**src/rtl/vga_fb_write_arbiter_if.sv**
```systemverilog
// rtl/vga_fb_write_arbiter_if.sv - bus, pixel-port and frame-buffer port A signal bundle
interface vga_fb_write_arbiter_if;
  logic [7:0]  bus_addr;
  logic [7:0]  bus_data;
  logic        bus_we;
  logic        pix_req;
  logic [14:0] pix_addr;
  logic        pix_data;
  logic        pix_ack;
  logic [14:0] fb_addr;
  logic        fb_data;
  logic        fb_we;
  logic        busy;
  logic        irq;

  modport master (
    output bus_addr, bus_data, bus_we, pix_req, pix_addr, pix_data,
    input  pix_ack, fb_addr, fb_data, fb_we, busy, irq
  );

  modport slave (
    input  bus_addr, bus_data, bus_we, pix_req, pix_addr, pix_data,
    output pix_ack, fb_addr, fb_data, fb_we, busy, irq
  );
endinterface

```
**src/rtl/vga_fb_write_arbiter.sv**
```systemverilog
// rtl/vga_fb_write_arbiter.sv - frame buffer port A arbiter: pixel writes over a rectangle-fill engine
// Optional latched fill-complete interrupt enabled by defining VGA_FILL_IRQ_EN.
module vga_fb_write_arbiter #(
  parameter logic [7:0] FillBaseAddr = 8'hB4,
  parameter int         X_MAX        = 159,
  parameter int         Y_MAX        = 119
) (
  input  logic                   i_clk,
  input  logic                   i_rst_n,
  vga_fb_write_arbiter_if.slave  io_fbw
);

  localparam logic [1:0] ST_IDLE = 2'd0;
  localparam logic [1:0] ST_FILL = 2'd1;
  localparam logic [1:0] ST_DONE = 2'd2;

  localparam logic [7:0] X_LIM = X_MAX[7:0];
  localparam logic [6:0] Y_LIM = Y_MAX[6:0];

  logic [1:0]  r_state;
  logic [7:0]  r_x0;
  logic [6:0]  r_y0;
  logic [7:0]  r_x1;
  logic [6:0]  r_y1;
  logic [7:0]  r_cx;
  logic [6:0]  r_cy;
  logic [7:0]  r_bx0;
  logic [7:0]  r_bx1;
  logic [6:0]  r_by1;
  logic        r_fill_val;
  logic        r_setup;
  logic [14:0] r_fb_addr;
  logic        r_fb_data;
  logic        r_fb_we;
  logic        r_pix_ack;

  logic        w_cmd_wr;
  logic        w_start;
  logic        w_abort;
  logic [7:0]  w_cx0;
  logic [7:0]  w_cx1;
  logic [6:0]  w_cy0;
  logic [6:0]  w_cy1;
  logic        w_degen;
  logic        w_pix_grant;
  logic        w_fill_go;
  logic        w_last_x;
  logic        w_last;

  function automatic logic [7:0] clamp_x(input logic [7:0] v);
    return (v > X_LIM) ? X_LIM : v;
  endfunction

  function automatic logic [6:0] clamp_y(input logic [6:0] v);
    return (v > Y_LIM) ? Y_LIM : v;
  endfunction

  assign w_cmd_wr = io_fbw.bus_we && (io_fbw.bus_addr == FillBaseAddr + 8'd4);
  assign w_abort  = w_cmd_wr && io_fbw.bus_data[2];
  assign w_start  = w_cmd_wr && io_fbw.bus_data[0] && !io_fbw.bus_data[2];

  assign w_cx0   = clamp_x(r_x0);
  assign w_cx1   = clamp_x(r_x1);
  assign w_cy0   = clamp_y(r_y0);
  assign w_cy1   = clamp_y(r_y1);
  assign w_degen = (w_cx1 < w_cx0) || (w_cy1 < w_cy0);

  // The pixel port may not be granted in its own ACK cycle, leaving every other slot to the fill.
  assign w_pix_grant = io_fbw.pix_req && !r_pix_ack;
  assign w_fill_go   = (r_state == ST_FILL) && !r_setup && !w_pix_grant && !w_abort;
  assign w_last_x    = (r_cx == r_bx1);
  assign w_last      = w_last_x && (r_cy == r_by1);

  always_ff @(posedge i_clk or negedge i_rst_n) begin
    if (!i_rst_n) begin
      r_x0 <= 8'd0;
      r_y0 <= 7'd0;
      r_x1 <= 8'd0;
      r_y1 <= 7'd0;
    end else if (io_fbw.bus_we) begin
      if (io_fbw.bus_addr == FillBaseAddr)         r_x0 <= io_fbw.bus_data;
      if (io_fbw.bus_addr == FillBaseAddr + 8'd1)  r_y0 <= io_fbw.bus_data[6:0];
      if (io_fbw.bus_addr == FillBaseAddr + 8'd2)  r_x1 <= io_fbw.bus_data;
      if (io_fbw.bus_addr == FillBaseAddr + 8'd3)  r_y1 <= io_fbw.bus_data[6:0];
    end
  end

  // The first FILL cycle is a setup slot: cursor and bounds settle before the first write is issued.
  always_ff @(posedge i_clk or negedge i_rst_n) begin
    if (!i_rst_n) begin
      r_state    <= ST_IDLE;
      r_cx       <= 8'd0;
      r_cy       <= 7'd0;
      r_bx0      <= 8'd0;
      r_bx1      <= 8'd0;
      r_by1      <= 7'd0;
      r_fill_val <= 1'b0;
      r_setup    <= 1'b0;
    end else begin
      case (r_state)
        ST_IDLE: begin
          if (w_start) begin
            r_cx       <= w_cx0;
            r_cy       <= w_cy0;
            r_bx0      <= w_cx0;
            r_bx1      <= w_cx1;
            r_by1      <= w_cy1;
            r_fill_val <= io_fbw.bus_data[1];
            r_setup    <= 1'b1;
            r_state    <= w_degen ? ST_DONE : ST_FILL;
          end
        end
        ST_FILL: begin
          if (w_abort) begin
            r_state <= ST_IDLE;
            r_setup <= 1'b0;
          end else if (r_setup) begin
            r_setup <= 1'b0;
          end else if (w_fill_go) begin
            if (w_last) begin
              r_state <= ST_DONE;
            end else if (w_last_x) begin
              r_cx <= r_bx0;
              r_cy <= r_cy + 7'd1;
            end else begin
              r_cx <= r_cx + 8'd1;
            end
          end
        end
        ST_DONE: begin
          r_state <= ST_IDLE;
          r_setup <= 1'b0;
        end
        default: begin
          r_state <= ST_IDLE;
        end
      endcase
    end
  end

  always_ff @(posedge i_clk or negedge i_rst_n) begin
    if (!i_rst_n) begin
      r_fb_addr <= 15'd0;
      r_fb_data <= 1'b0;
      r_fb_we   <= 1'b0;
      r_pix_ack <= 1'b0;
    end else if (w_pix_grant) begin
      r_fb_addr <= io_fbw.pix_addr;
      r_fb_data <= io_fbw.pix_data;
      r_fb_we   <= 1'b1;
      r_pix_ack <= 1'b1;
    end else if (w_fill_go) begin
      r_fb_addr <= {r_cy, r_cx};
      r_fb_data <= r_fill_val;
      r_fb_we   <= 1'b1;
      r_pix_ack <= 1'b0;
    end else begin
      r_fb_we   <= 1'b0;
      r_pix_ack <= 1'b0;
    end
  end

  assign io_fbw.fb_addr = r_fb_addr;
  assign io_fbw.fb_data = r_fb_data;
  assign io_fbw.fb_we   = r_fb_we;
  assign io_fbw.pix_ack = r_pix_ack;
  assign io_fbw.busy    = (r_state != ST_IDLE);

`ifdef VGA_FILL_IRQ_EN
  logic r_irq;
  logic w_irq_clr;

  assign w_irq_clr = w_cmd_wr && io_fbw.bus_data[7];

  // Set takes priority over a same-cycle clear so a completion is never lost.
  always_ff @(posedge i_clk or negedge i_rst_n) begin
    if (!i_rst_n) begin
      r_irq <= 1'b0;
    end else if (r_state == ST_DONE) begin
      r_irq <= 1'b1;
    end else if (w_irq_clr) begin
      r_irq <= 1'b0;
    end
  end

  assign io_fbw.irq = r_irq;
`else
  assign io_fbw.irq = 1'b0;
`endif

endmodule
```
**src/flat_wrapper.sv**
```systemverilog
// flat-port wrapper written by rule: the top's interface ports become plain ports
module vga_fb_write_arbiter_flat 
#(
  parameter logic [7:0] FillBaseAddr = 8'hB4,
  parameter int         X_MAX        = 159,
  parameter int         Y_MAX        = 119
)
  (i_clk, i_rst_n, io_fbw_bus_addr, io_fbw_bus_data, io_fbw_bus_we, io_fbw_pix_req, io_fbw_pix_addr, io_fbw_pix_data, io_fbw_pix_ack, io_fbw_fb_addr, io_fbw_fb_data, io_fbw_fb_we, io_fbw_busy, io_fbw_irq);
  vga_fb_write_arbiter_if io_fbw_i ();
  input  logic i_clk;
  input  logic i_rst_n;
  input wire logic [$bits(io_fbw_i.bus_addr)-1:0] io_fbw_bus_addr;
  input wire logic [$bits(io_fbw_i.bus_data)-1:0] io_fbw_bus_data;
  input wire logic [$bits(io_fbw_i.bus_we)-1:0] io_fbw_bus_we;
  input wire logic [$bits(io_fbw_i.pix_req)-1:0] io_fbw_pix_req;
  input wire logic [$bits(io_fbw_i.pix_addr)-1:0] io_fbw_pix_addr;
  input wire logic [$bits(io_fbw_i.pix_data)-1:0] io_fbw_pix_data;
  output wire logic [$bits(io_fbw_i.pix_ack)-1:0] io_fbw_pix_ack;
  output wire logic [$bits(io_fbw_i.fb_addr)-1:0] io_fbw_fb_addr;
  output wire logic [$bits(io_fbw_i.fb_data)-1:0] io_fbw_fb_data;
  output wire logic [$bits(io_fbw_i.fb_we)-1:0] io_fbw_fb_we;
  output wire logic [$bits(io_fbw_i.busy)-1:0] io_fbw_busy;
  output wire logic [$bits(io_fbw_i.irq)-1:0] io_fbw_irq;
  assign io_fbw_i.bus_addr = io_fbw_bus_addr;
  assign io_fbw_i.bus_data = io_fbw_bus_data;
  assign io_fbw_i.bus_we = io_fbw_bus_we;
  assign io_fbw_i.pix_req = io_fbw_pix_req;
  assign io_fbw_i.pix_addr = io_fbw_pix_addr;
  assign io_fbw_i.pix_data = io_fbw_pix_data;
  assign io_fbw_pix_ack = io_fbw_i.pix_ack;
  assign io_fbw_fb_addr = io_fbw_i.fb_addr;
  assign io_fbw_fb_data = io_fbw_i.fb_data;
  assign io_fbw_fb_we = io_fbw_i.fb_we;
  assign io_fbw_busy = io_fbw_i.busy;
  assign io_fbw_irq = io_fbw_i.irq;
  vga_fb_write_arbiter #(.FillBaseAddr(FillBaseAddr), .X_MAX(X_MAX), .Y_MAX(Y_MAX)) u_core (.i_clk(i_clk), .i_rst_n(i_rst_n), .io_fbw(io_fbw_i));
endmodule
```
**config.mk**
```make
export PLATFORM = sky130hd
export DESIGN_NAME = vga_fb_write_arbiter_flat
export DESIGN_NICKNAME = d
export VERILOG_FILES = /design/src/rtl/vga_fb_write_arbiter_if.sv /design/src/rtl/vga_fb_write_arbiter.sv /design/src/flat_wrapper.sv
export SDC_FILE = /design/constraint.sdc
export NUM_CORES = 1
export LEC_CHECK = 0
export ABC_AREA = 1
export CAP_MARGIN = 20
export CORE_MARGIN = 5
export CORE_UTILIZATION = 56
export DETAILED_ROUTE_END_ITERATION = 10
export PLACE_DENSITY = 0.79
export SKIP_CTS_REPAIR_TIMING = 1
export SLEW_MARGIN = 20
export SYNTH_ARGS = -nofsm -noshare
export SYNTH_HDL_FRONTEND = slang
export SYNTH_SLANG_ARGS = --single-unit
```
**constraint.sdc**
```tcl
create_clock -name i_clk -period 2.5 [get_ports i_clk]
set_clock_uncertainty 0.15 [all_clocks]
set_input_delay 0.5 -clock i_clk [delete_from_list [all_inputs] [get_ports i_clk]]
set_output_delay 0.5 -clock i_clk [all_outputs]
set_load 0.05 [all_outputs]
```
==> impl_metrics.toml <==
[global_route]
grt_pass1_wl_um = 18210
antenna_found_initial = 0
grt_max_degree = 41
grt_usage_pct = 21.47
grt_pass1_vias = 3997
gr-total-overflow = 0

[timing]
slew_viol_final = 0
slew_headroom_pct = 66.12
setup_violations = 0
worst_pin_slew_ps = 506.5
fin_crit_sh_pct = 86.88
hold_viol = 0
period_minus_slack_ps = 2172
whs_ps = 341.6
fmax_ghz = 0.4604
rsz0062_at_grt = "no"
layout_setup_ws_ps = 327.9
tns_ps = 0

[worst_setup_path]
cp_top_family = "buffers and inverters"
worstPathCellList = "clkdlybuf4s50_1"
start_kind = "register"
crit_type = "register to output port"
required_ps = 1850
endpoint_kind = "output port"
crit_fanout = 2
r2r_cells = 12
cp.depth = 1
slowest_stage = "clkdlybuf4s50_1"
slowest_delay_ps = 810
critPathBufInv = 1
crit_arrival_ps = 1520

[route]
routed_via_density = 5.253
wire_per_inst_um = 13.55
drtPass1Iterations = 5
postRouteAntennaNets = 0
vias = 4155
wl_um = 10720
drt-initial-drc-count = 209
drcViolationCount = 0

[synthesis]
synth_edf_count = 0
synth_top_area_share_pct = 46.45
synth-seq-cells = 90
synth_cell_types = 32
ys_seq_area_share_pct = 46.45
ys_warn_count = 0
ys_top_cells_by_count = "nand2_1, dfrtp_1, o21ai_0"
ys.flop_type = "dfrtp_1"
ys_async_sr_fraction_pct = 100.0
synth_area_leader_cell = "dfrtp_1"
syn_inst = 623
avgSynthCellArea_um2 = 7.782
synth.net_count = 677
syn_area_um2 = 4848
synth_area_leaders = "dfrtp_1, nand2_1, o21ai_0, inv_1, ha_1"
post-synth-top-count-cell = "nand2_1"

[clocking]
cts_sinks = 90
path_clk_slew_ps = 90
htree_levels = 3
cts_tree = "built"
clockBufferDepth = 2
clk_latency_ps = 360
cts_buffers = 9
root_buffer = "clkbuf_8"

[die]
placementRows = 34
initial_utilization_pct = 56.42
die-area_um2 = 10620
ios = 56
die_h_um = 103.0
coreArea_um2 = 8593
die_w_um = 103.0

[place]
gp_congestion = 0.8712
dpl_cell_area_um2 = 5529
dpl.hpwl_um = 8219
port_buffers = 54
place_ws_ps = 8.190
dp.cells = 775

[finish]
fill_cells = 707
multi_input_area_um2 = 2206
final_core_util_pct = 66.69
drive_gt1_share_pct = 9.810
diodes = 0
final_cells = 791
areaGrowthSynthToFinish_pct = 18.19
nets = 733
final_area_um2 = 5731
seqCellArea_um2 = 2252

[hold_path]
min_delay_path_depth = 2
min_path_type = "register to register"

[power_and_ir_drop]
finalPower_mw = 3.612
power_density_nw_per_um2 = 630.3
leakage_nw = 2.759
peakVddDrop_v = 0.0003304

[job]
cap_violations = 0

[outcome]
status = "finished clean"
[flip-flops by register name, summed over array words and instances (netlist names)]
name                   flops
u_core.io_fbw.fb_addr     15
u_core.r_bx0               8
u_core.r_bx1               8
u_core.r_cx                8
u_core.r_x0                8
u_core.r_x1                8
u_core.r_by1               7
u_core.r_cy                7
u_core.r_y0                7
u_core.r_y1                7
u_core.r_state             2
u_core.io_fbw.fb_data      1
u_core.io_fbw.fb_we        1
u_core.io_fbw.pix_ack      1
u_core.r_fill_val          1
u_core.r_setup             1
[power by group]
group | internal [mW] | switching, mW
combinational | 0.339 | 0.605
clock | 0.460 | 0.517
sequential | 1.58 | 0.114
[kinds of logic after synthesis]
family	Yosys count	share of synthesized area (%)
AOI/OAI and AO/OA	106	12.44
xor gates and xnor gates	10	1.806
adders and majority gates	18	4.645
buffers and inverters	97	8.051
DFF	90	46.45
other	1	0.07735
and+or+nand+nor	301	26.53
[final timing paths]
path | slack [ps] | endpoint | start
hold / removal | 340 | u_core.r_y1[2]$_DFFE_PN0P_ | u_core.r_y1[2]$_DFFE_PN0P_
setup reg to reg | 400 | u_core.r_state[0]$_DFFE_PN0P_ | u_core.r_x0[6]$_DFFE_PN0P_
hold reg to reg | 340 | u_core.r_y1[2]$_DFFE_PN0P_ | u_core.r_y1[2]$_DFFE_PN0P_
max in group asynchronous | 1100 | u_core.io_fbw.fb_addr[7]$_DFFE_PN0P_ | i_rst_n
min in group asynchronous | 460 | u_core.r_x1[2]$_DFFE_PN0P_ | i_rst_n
setup / recovery | 330 | io_fbw_fb_addr[3] | u_core.io_fbw.fb_addr[3]$_DFFE_PN0P_
[final cells by class]
class / instances / area share [%]
Clock buffer: 9 / 2.162
Clock inverter: 6 / 1.179
Inverter: 74 / 4.847
Multi-Input combinational cell: 436 / 38.49
Sequential cell: 90 / 39.30
Tap cell: 108 / 2.358
Timing Repair Buffer: 68 / 11.66
[cells in the final DEF, fill, tap and decap left out, types with 9 or more instances in the layout]
cell type        instances
a21oi_1                  9
buf_4                   13
clkbuf_8                 9
clkdlybuf4s50_1         52
dfrtp_1                 90
ha_1                    18
inv_1                   62
inv_2                   11
nand2_1                202
nand3_1                 37
nor2_1                  29
o211ai_1                15
o21ai_0                 69
[layer usage]
layer	routed length [um]	track usage (%)	share of wire [%]	vias to the layer above
li1	-	-	-	2112
met1	5088	29.30	47	1918
met2	4903	34.93	46	106
met3	503	3.112	4.7	19
met4	221	7.869	2.1	0
met5	0	0	0	-
No activity file was read; power rests on OpenSTA's default activity.
